`src/rtl/sample_writer.sv`:
```
// sample_writer: producer side of the averaging path.
// Buffers an upstream valid/ready sample stream in a small skid FIFO and
// forwards one sample per read strobe to the averager. It also tracks how
// full the averaging window is.
// Optional build macro SAMPLE_WRITER_DECIM_EN: forward only every DECIM-th
// popped sample; the others are popped and discarded.
module sample_writer #(
  parameter int data_width = 8,
  parameter int N          = 4096,
  parameter int FIFO_DEPTH = 4,
  parameter int DECIM      = 2
) (
  input  logic                  clk,
  input  logic                  reset,
  input  logic                  in_valid,
  input  logic [data_width-1:0] in_data,
  output logic                  in_ready,
  input  logic                  enable,
  output logic                  read,
  output logic [data_width-1:0] data_out,
  output logic [$clog2(N)-1:0]  sample_count,
  output logic                  window_full,
  output logic                  window_done
);

  localparam int CW = $clog2(N);
  localparam int AW = $clog2(FIFO_DEPTH);
  localparam logic [CW-1:0] CNT_LAST = CW'(N - 1);

  // Reject parameter sets the pointer and counter arithmetic cannot handle.
  if ((N < 2) || ((1 << CW) != N)) begin : g_bad_n
    $error("N must be a power of 2 and >= 2");
  end
  if ((FIFO_DEPTH < 2) || ((1 << AW) != FIFO_DEPTH)) begin : g_bad_depth
    $error("FIFO_DEPTH must be a power of 2 and >= 2");
  end
  if (DECIM < 1) begin : g_bad_decim
    $error("DECIM must be >= 1");
  end

  typedef enum logic {
    PRIME = 1'b0,
    RUN   = 1'b1
  } state_t;

  state_t state, next_state;

  logic [data_width-1:0] mem [FIFO_DEPTH];
  // Pointers carry one extra wrap bit so full and empty are distinguishable.
  logic [AW:0] wr_ptr;
  logic [AW:0] rd_ptr;
  logic        fifo_full;
  logic        fifo_empty;
  logic        push;
  logic        pop;
  logic        fwd;
  logic        wrap;

  assign fifo_empty = (wr_ptr == rd_ptr);
  assign fifo_full  = (wr_ptr[AW] != rd_ptr[AW]) &&
                      (wr_ptr[AW-1:0] == rd_ptr[AW-1:0]);
  // Ready depends only on occupancy: a full FIFO refuses even when it pops
  // on the same edge, which keeps in_ready free of any path from enable.
  assign in_ready   = !fifo_full;
  assign push       = in_valid && !fifo_full;
  assign pop        = enable && !fifo_empty;
  // The forwarded sample that completes an N-sample window.
  assign wrap       = fwd && (sample_count == CNT_LAST);

`ifdef SAMPLE_WRITER_DECIM_EN
  localparam int DW = (DECIM > 1) ? $clog2(DECIM) : 1;
  localparam logic [DW-1:0] DEC_LAST = DW'(DECIM - 1);

  logic [DW-1:0] dec_cnt;

  // Only the pop that finds the phase counter at zero is forwarded.
  assign fwd = pop && (dec_cnt == '0);

  // Decimation phase advances on every pop, forwarded or discarded.
  always_ff @(posedge clk or negedge reset) begin
    if (!reset) begin
      dec_cnt <= '0;
    end else if (pop) begin
      dec_cnt <= (dec_cnt == DEC_LAST) ? '0 : dec_cnt + 1'b1;
    end
  end
`else
  assign fwd = pop;
`endif

  // FIFO storage: data only, contents are don't-care until written.
  always_ff @(posedge clk) begin
    if (push) begin
      mem[wr_ptr[AW-1:0]] <= in_data;
    end
  end

  // FIFO pointers; reset empties the FIFO and discards anything buffered.
  always_ff @(posedge clk or negedge reset) begin
    if (!reset) begin
      wr_ptr <= '0;
      rd_ptr <= '0;
    end else begin
      if (push) begin
        wr_ptr <= wr_ptr + 1'b1;
      end
      if (pop) begin
        rd_ptr <= rd_ptr + 1'b1;
      end
    end
  end

  // Output stage: the strobe is high for the cycle after a forwarding pop,
  // and data_out holds the last forwarded sample in between.
  always_ff @(posedge clk or negedge reset) begin
    if (!reset) begin
      read        <= 1'b0;
      data_out    <= '0;
      window_done <= 1'b0;
    end else begin
      read        <= fwd;
      window_done <= wrap;
      if (fwd) begin
        data_out <= mem[rd_ptr[AW-1:0]];
      end
    end
  end

  // Forwarded-sample counter modulo N.
  always_ff @(posedge clk or negedge reset) begin
    if (!reset) begin
      sample_count <= '0;
    end else if (fwd) begin
      sample_count <= wrap ? '0 : sample_count + 1'b1;
    end
  end

  // Window-fill state register.
  always_ff @(posedge clk or negedge reset) begin
    if (!reset) begin
      state <= PRIME;
    end else begin
      state <= next_state;
    end
  end

  // Next state: leave PRIME on the first completed window, then stay in RUN.
  always_comb begin
    next_state = state;
    case (state)
      PRIME:   if (wrap) next_state = RUN;
      RUN:     next_state = RUN;
      default: next_state = PRIME;
    endcase
  end

  assign window_full = (state == RUN);

endmodule

```
`config.mk`:
```
export PLATFORM = sky130hd
export DESIGN_NAME = sample_writer
export DESIGN_NICKNAME = d
export VERILOG_FILES = /design/src/rtl/sample_writer.sv
export SDC_FILE = /design/constraint.sdc
export NUM_CORES = 1
export LEC_CHECK = 0
export CORE_UTILIZATION = 25
export DETAILED_ROUTE_END_ITERATION = 6
export SLEW_MARGIN = 20
export SYNTH_ARGS = -nofsm -noshare
export SYNTH_HDL_FRONTEND = slang
export SYNTH_SLANG_ARGS = --single-unit
```
`constraint.sdc`:
```
create_clock -name clk -period 2.1 [get_ports clk]
set_input_delay 0.42 -clock clk [delete_from_list [all_inputs] [get_ports clk]]
set_output_delay 0.42 -clock clk [all_outputs]
set_load 0.02 [all_outputs]
```
-- Word-level counts from Yosys, hierarchy flattened
Memories as Yosys holds them, arrays and structs flattened. A register that Yosys moved wholly into a read port is not among the register bits.
Cells that the tools add are included.
- register bits: 21
- bits in writable memories: 32
- bits of input ports: 12
- output and inout bits: 24
- memories: 1
- memory list (name ; words ; width ; rd ports ; clocked after memory_dff ; wr ports ; RTL line ; source):
    mem ; 4 ; 8 ; 1 ; 1 ; 1 ; 48 ; logic [data_width-1:0] mem [FIFO_DEPTH];
- add/subtract/negate cells: 3
- equality and inequality tests: 4
- multiplexer cells: 5
- bitwise logic cells: 1
- reduce and logical (&&, ||, !) cells: 7
- operators by type and width (cell ; count):
    $add A12 B1 Y12 const B ; 1
    $eq A12 B12 Y1 const B ; 1
    $mux W12 ; 1
    $add A3 B1 Y3 const B ; 2
    $logic_and A1 B1 Y1 ; 4
    $eq A3 B3 Y1 ; 1
    $logic_not A1 Y1 ; 3
    $mux W1 ; 3
    $eq A2 B2 Y1 ; 1
    $pmux W1 S2 ; 1
    $ne A1 B1 Y1 ; 1
    $not A1 Y1 ; 1

-- Depth between registers and ports, before layout
Gate-level depths: netlist of the first run.
- depth in word-level cells: 6
- gate-level depth with buffers: 6
- mapped depth without buffers: 5

-- Worst setup path before layout of the first run
No wires, ideal clock.
- path type: flip-flop to flip-flop
- from: register rd_ptr[1]
- to: memory mem[3][0], enable pin
- library setup time: 339 ps
- data arrival time: 1414 ps
- path slack: 347 ps
- cell stages (with the launch flop): 5
- buffers on the path: 1
- clock period less this slack: 1753 ps
- path through: dfrtp_1 buf_4 xnor2_1 a31oi_1 and2_1
- longest elaborated chain between the ends: 6
- RTL lines (item ; RTL line ; source):
    from (decl) ; 51 ; logic [AW:0] rd_ptr;
    from (signal assigned) ; 108 ; rd_ptr <= rd_ptr + 1'b1;
    $eq A2 B2 Y1 ; 61 ; (wr_ptr[AW-1:0] == rd_ptr[AW-1:0]);
    $logic_and A1 B1 Y1 ; 60 ; assign fifo_full = (wr_ptr[AW] != rd_ptr[AW]) &&
    $logic_not A1 Y1 ; 65 ; assign push = in_valid && !fifo_full;
    $logic_and A1 B1 Y1 ; 65 ;
    $mux W1 ; 93 ; if (push) begin
    $mux W1 (not written as such) ; 94 ; mem[wr_ptr[AW-1:0]] <= in_data;
    to (decl) ; 48 ;
Every way passes these cells.

-- Worst setup path after layout of the first run
- from: register sample_count[3]
- to: output port sample_count[3]
- RTL lines (item ; RTL line ; source):
    from (decl) ; 21 ; output logic [$clog2(N)-1:0] sample_count,
    from (signal assigned) ; 134 ; sample_count <= wrap ? '0 : sample_count + 1'b1;
No word-level cell between the ends.

==> results of run 1 <==
## worst register-to-register path, cell delays in order, from the launching register on
cell and delay, ps:
dfrtp_1 460, xor2_1 220, o31ai_4 470, inv_2 280
a31o_2 300
## power groups by stage
stage	logic [mW]	registers [mW]	clock network (mW)
2_1_floorplan	0.926	2.01	0
5_1_grt	1.76	1.95	1.11
3_5_place_dp	1.64	1.92	0
4_1_cts	1.64	1.91	1.07
3_3_place_gp	1.60	1.92	0
6_report	1.61	1.90	1.03
## layer usage
metal,track usage (%),up-vias,part of all wire [%]
met4,4.66,0,2.0
met2,15.2,55,47
met3,3.65,14,5.0
li1,-,755,-
met5,0,-,0
met1,12.2,747,46
## cell families (layout without fill, tap and decap cells)
kind of cell	after synthesis	after routing	share of synthesized area, %
compound gates	12	12	3.59
flops	61	61	65.3
mux	8	8	7.70
fa+ha+maj	6	6	2.91
buf+inv	10	62	2.28
xor+xnor	14	14	4.75
simple gates	72	72	13.5
## cells in the final DEF (no fill, tap or decap), types with 5 or more instances in the layout
cell type and instances:
dfrtp_1 29, buf_4 5, clkbuf_8 9, mux4_1 5, nand2_1 40, clkdlybuf4s50_1 34, ha_1 6, xnor2_1 9
nand3_1 8, edfxtp_1 32
## registers in the layout, summed over array words and instances, names as in the netlist
register / flops
data_out: 8
window_done: 1
rd_ptr: 3
wr_ptr: 3
window_full: 1
sample_count: 12
read: 1
mem: 32
## layout make-up
cell class,count,area [µm²]
Clock inverter,7,73.8
Tap cell,133,166
Sequential cell,61,1690
Timing Repair Buffer,41,407
Fill cell,988,6590
Multi-Input combinational cell,112,845
Inverter,5,18.8
Clock buffer,9,124
## what timing repair did
action / 4_1_cts / 5_1_grt
buffers inserted: 0 / 0
gates resized for setup: 2 / 0
endpoints found under the setup margin: 1 / 0
## how the worst max path moves through the flow
stage                    startpoint               to  slack [ps]  depth (start not counted)
floorplan                 rd_ptr[1]        mem[3][0]         350                          4
global placement           in_valid        mem[1][6]         100                          4
detailed placement         in_valid        mem[1][1]          50                          4
CTS                 sample_count[3]  sample_count[3]         180                          1
global route              wr_ptr[1]         in_ready         110                          3
finish              sample_count[3]  sample_count[3]         200                          1
==> flow_summary.toml, run 1 <==
[outcome]
run_status = "completed"

[clocking]
cts_buffer_depth = 2
cts_hold_buf = 0
cts_root_buf = "clkbuf_8"
clkLatencyLatePin_ps = 340
cts_sinks = 61
cts_tree = "done"
clk_pin_slew_ps = 70
cts_made_buffers = 9
cts_max_level = 3

[routing]
vias = 1571
dr.pass1.iters = 4
drt_iter0_markers = 40
ant_nets = 0
vias_per_cell = 4.27
drt_wl_total_mm = 4.90
drc_errors = 0
avgRoutedWirePerCell_um = 13.3

[critical_path]
crit_arrival_ps = 1480
cp_top_family = "buffers and inverters"
slowest_stage = "clkdlybuf4s50_1"
crit_required_ps = 1680
reg2reg_to = "sample_count[11]"
regToRegStartpoint = "wr_ptr[1]"
reg2reg_depth = 4
critPathMaxStageDelay_ps = 660
critPathKind = "register to primary output"
critPathMaxFanout = 7
cp-start-kind = "register"
cp_cell_sequence = "clkdlybuf4s50_1"
r2r_setup_slack_ps = 270
path_buf_inv = 1
cp-end-kind = "primary output"

[final_layout]
fin_util_pct = 33.5
fin_cells = 368
drive_above_1_share_pct = 12.8
area_growth_pct = 28.6
diodes = 0
fin_nets = 248
fin_area_um2 = 3320

[grt]
gr-usage-all-layers_pct = 9.87
grt_pass1_vias = 1588
grt-ovfl-total = 0
antenna_found_initial = 0
grt_max_degree = 30
grt_pass1_wl_mm = 8.05

[placement]
place_ws_ps = 51.5
globalplace.congestion = 0.726
port_buffers = 35
dp_hpwl_mm = 3.48
dpl.cell_count = 352
placed_area_um2 = 3120

[synthesis]
syn_inst = 183
synth.top_cell.area_share_pct = 37.2
synth_area_um2 = 2580
ys_types = 32
postSynthAreaPerCell_um2 = 14.1
ys_seq_elements = 61
synth_fp_nets = 201
synth-async-reset-ratio_pct = 47.5
synth_edf_count = 32
yosys.area.top_type = "edfxtp_1"
synth_top_flop_cell = "edfxtp_1"
synth.most_common_cell = "nand2_1"
synth_warnings = 0
synth_seq_area_share_pct = 65.3
synth_commonest_cells = "40 x nand2_1, 32 x edfxtp_1, 29 x dfrtp_1"
synth_area_leaders = "edfxtp_1 37%, dfrtp_1 28%, nand2_1 5.8%"

[power]
clockPowerShare_pct = 22.7
power_frac_seq_pct = 41.8
internal-power_mw = 2.93
total_power_mw = 4.54
p_sw_mw = 1.61
p_per_area_nw_per_um2 = 1370
vdd.ir_drop.worst_mv = 0.417
p_comb_share_pct = 35.5
switching_share_pct = 35.5
leakagePower_nw = 1.29

[timing]
skew_ps = 10.6
slew_headroom_pct = 67.8
setup_viol = 0
tightest_slew_ps = 483
drv_slew = 0
hold_viol = 0
fin_crit_ps = 1900
setup_tns_ps = 0
finalWorstSetupSlack_ps = 201
whs_ps = 465
max_freq_mhz = 527
rsz0062_at_grt = "false"
finalCritPeriodShare_pct = 90.4

[floorplan]
die_h_um = 104
die_area_um2 = 10700
start_util_pct = 26.1
ios = 36
fp-row-count = 36
design.core.area_um2 = 9910
die_w_um = 104

[hold_path]
hold_path_class = "input pin to asynchronous set/reset pin"

[flow_run]
drv_cap = 0
No activity file was read; power rests on OpenSTA's default activity.
==> run 2: changes to the inputs <==
- CAP_MARGIN: not set -> 20
==> results of run 2 <==
Same layout as run 1: the final DEF is identical, and so are final timing and power.
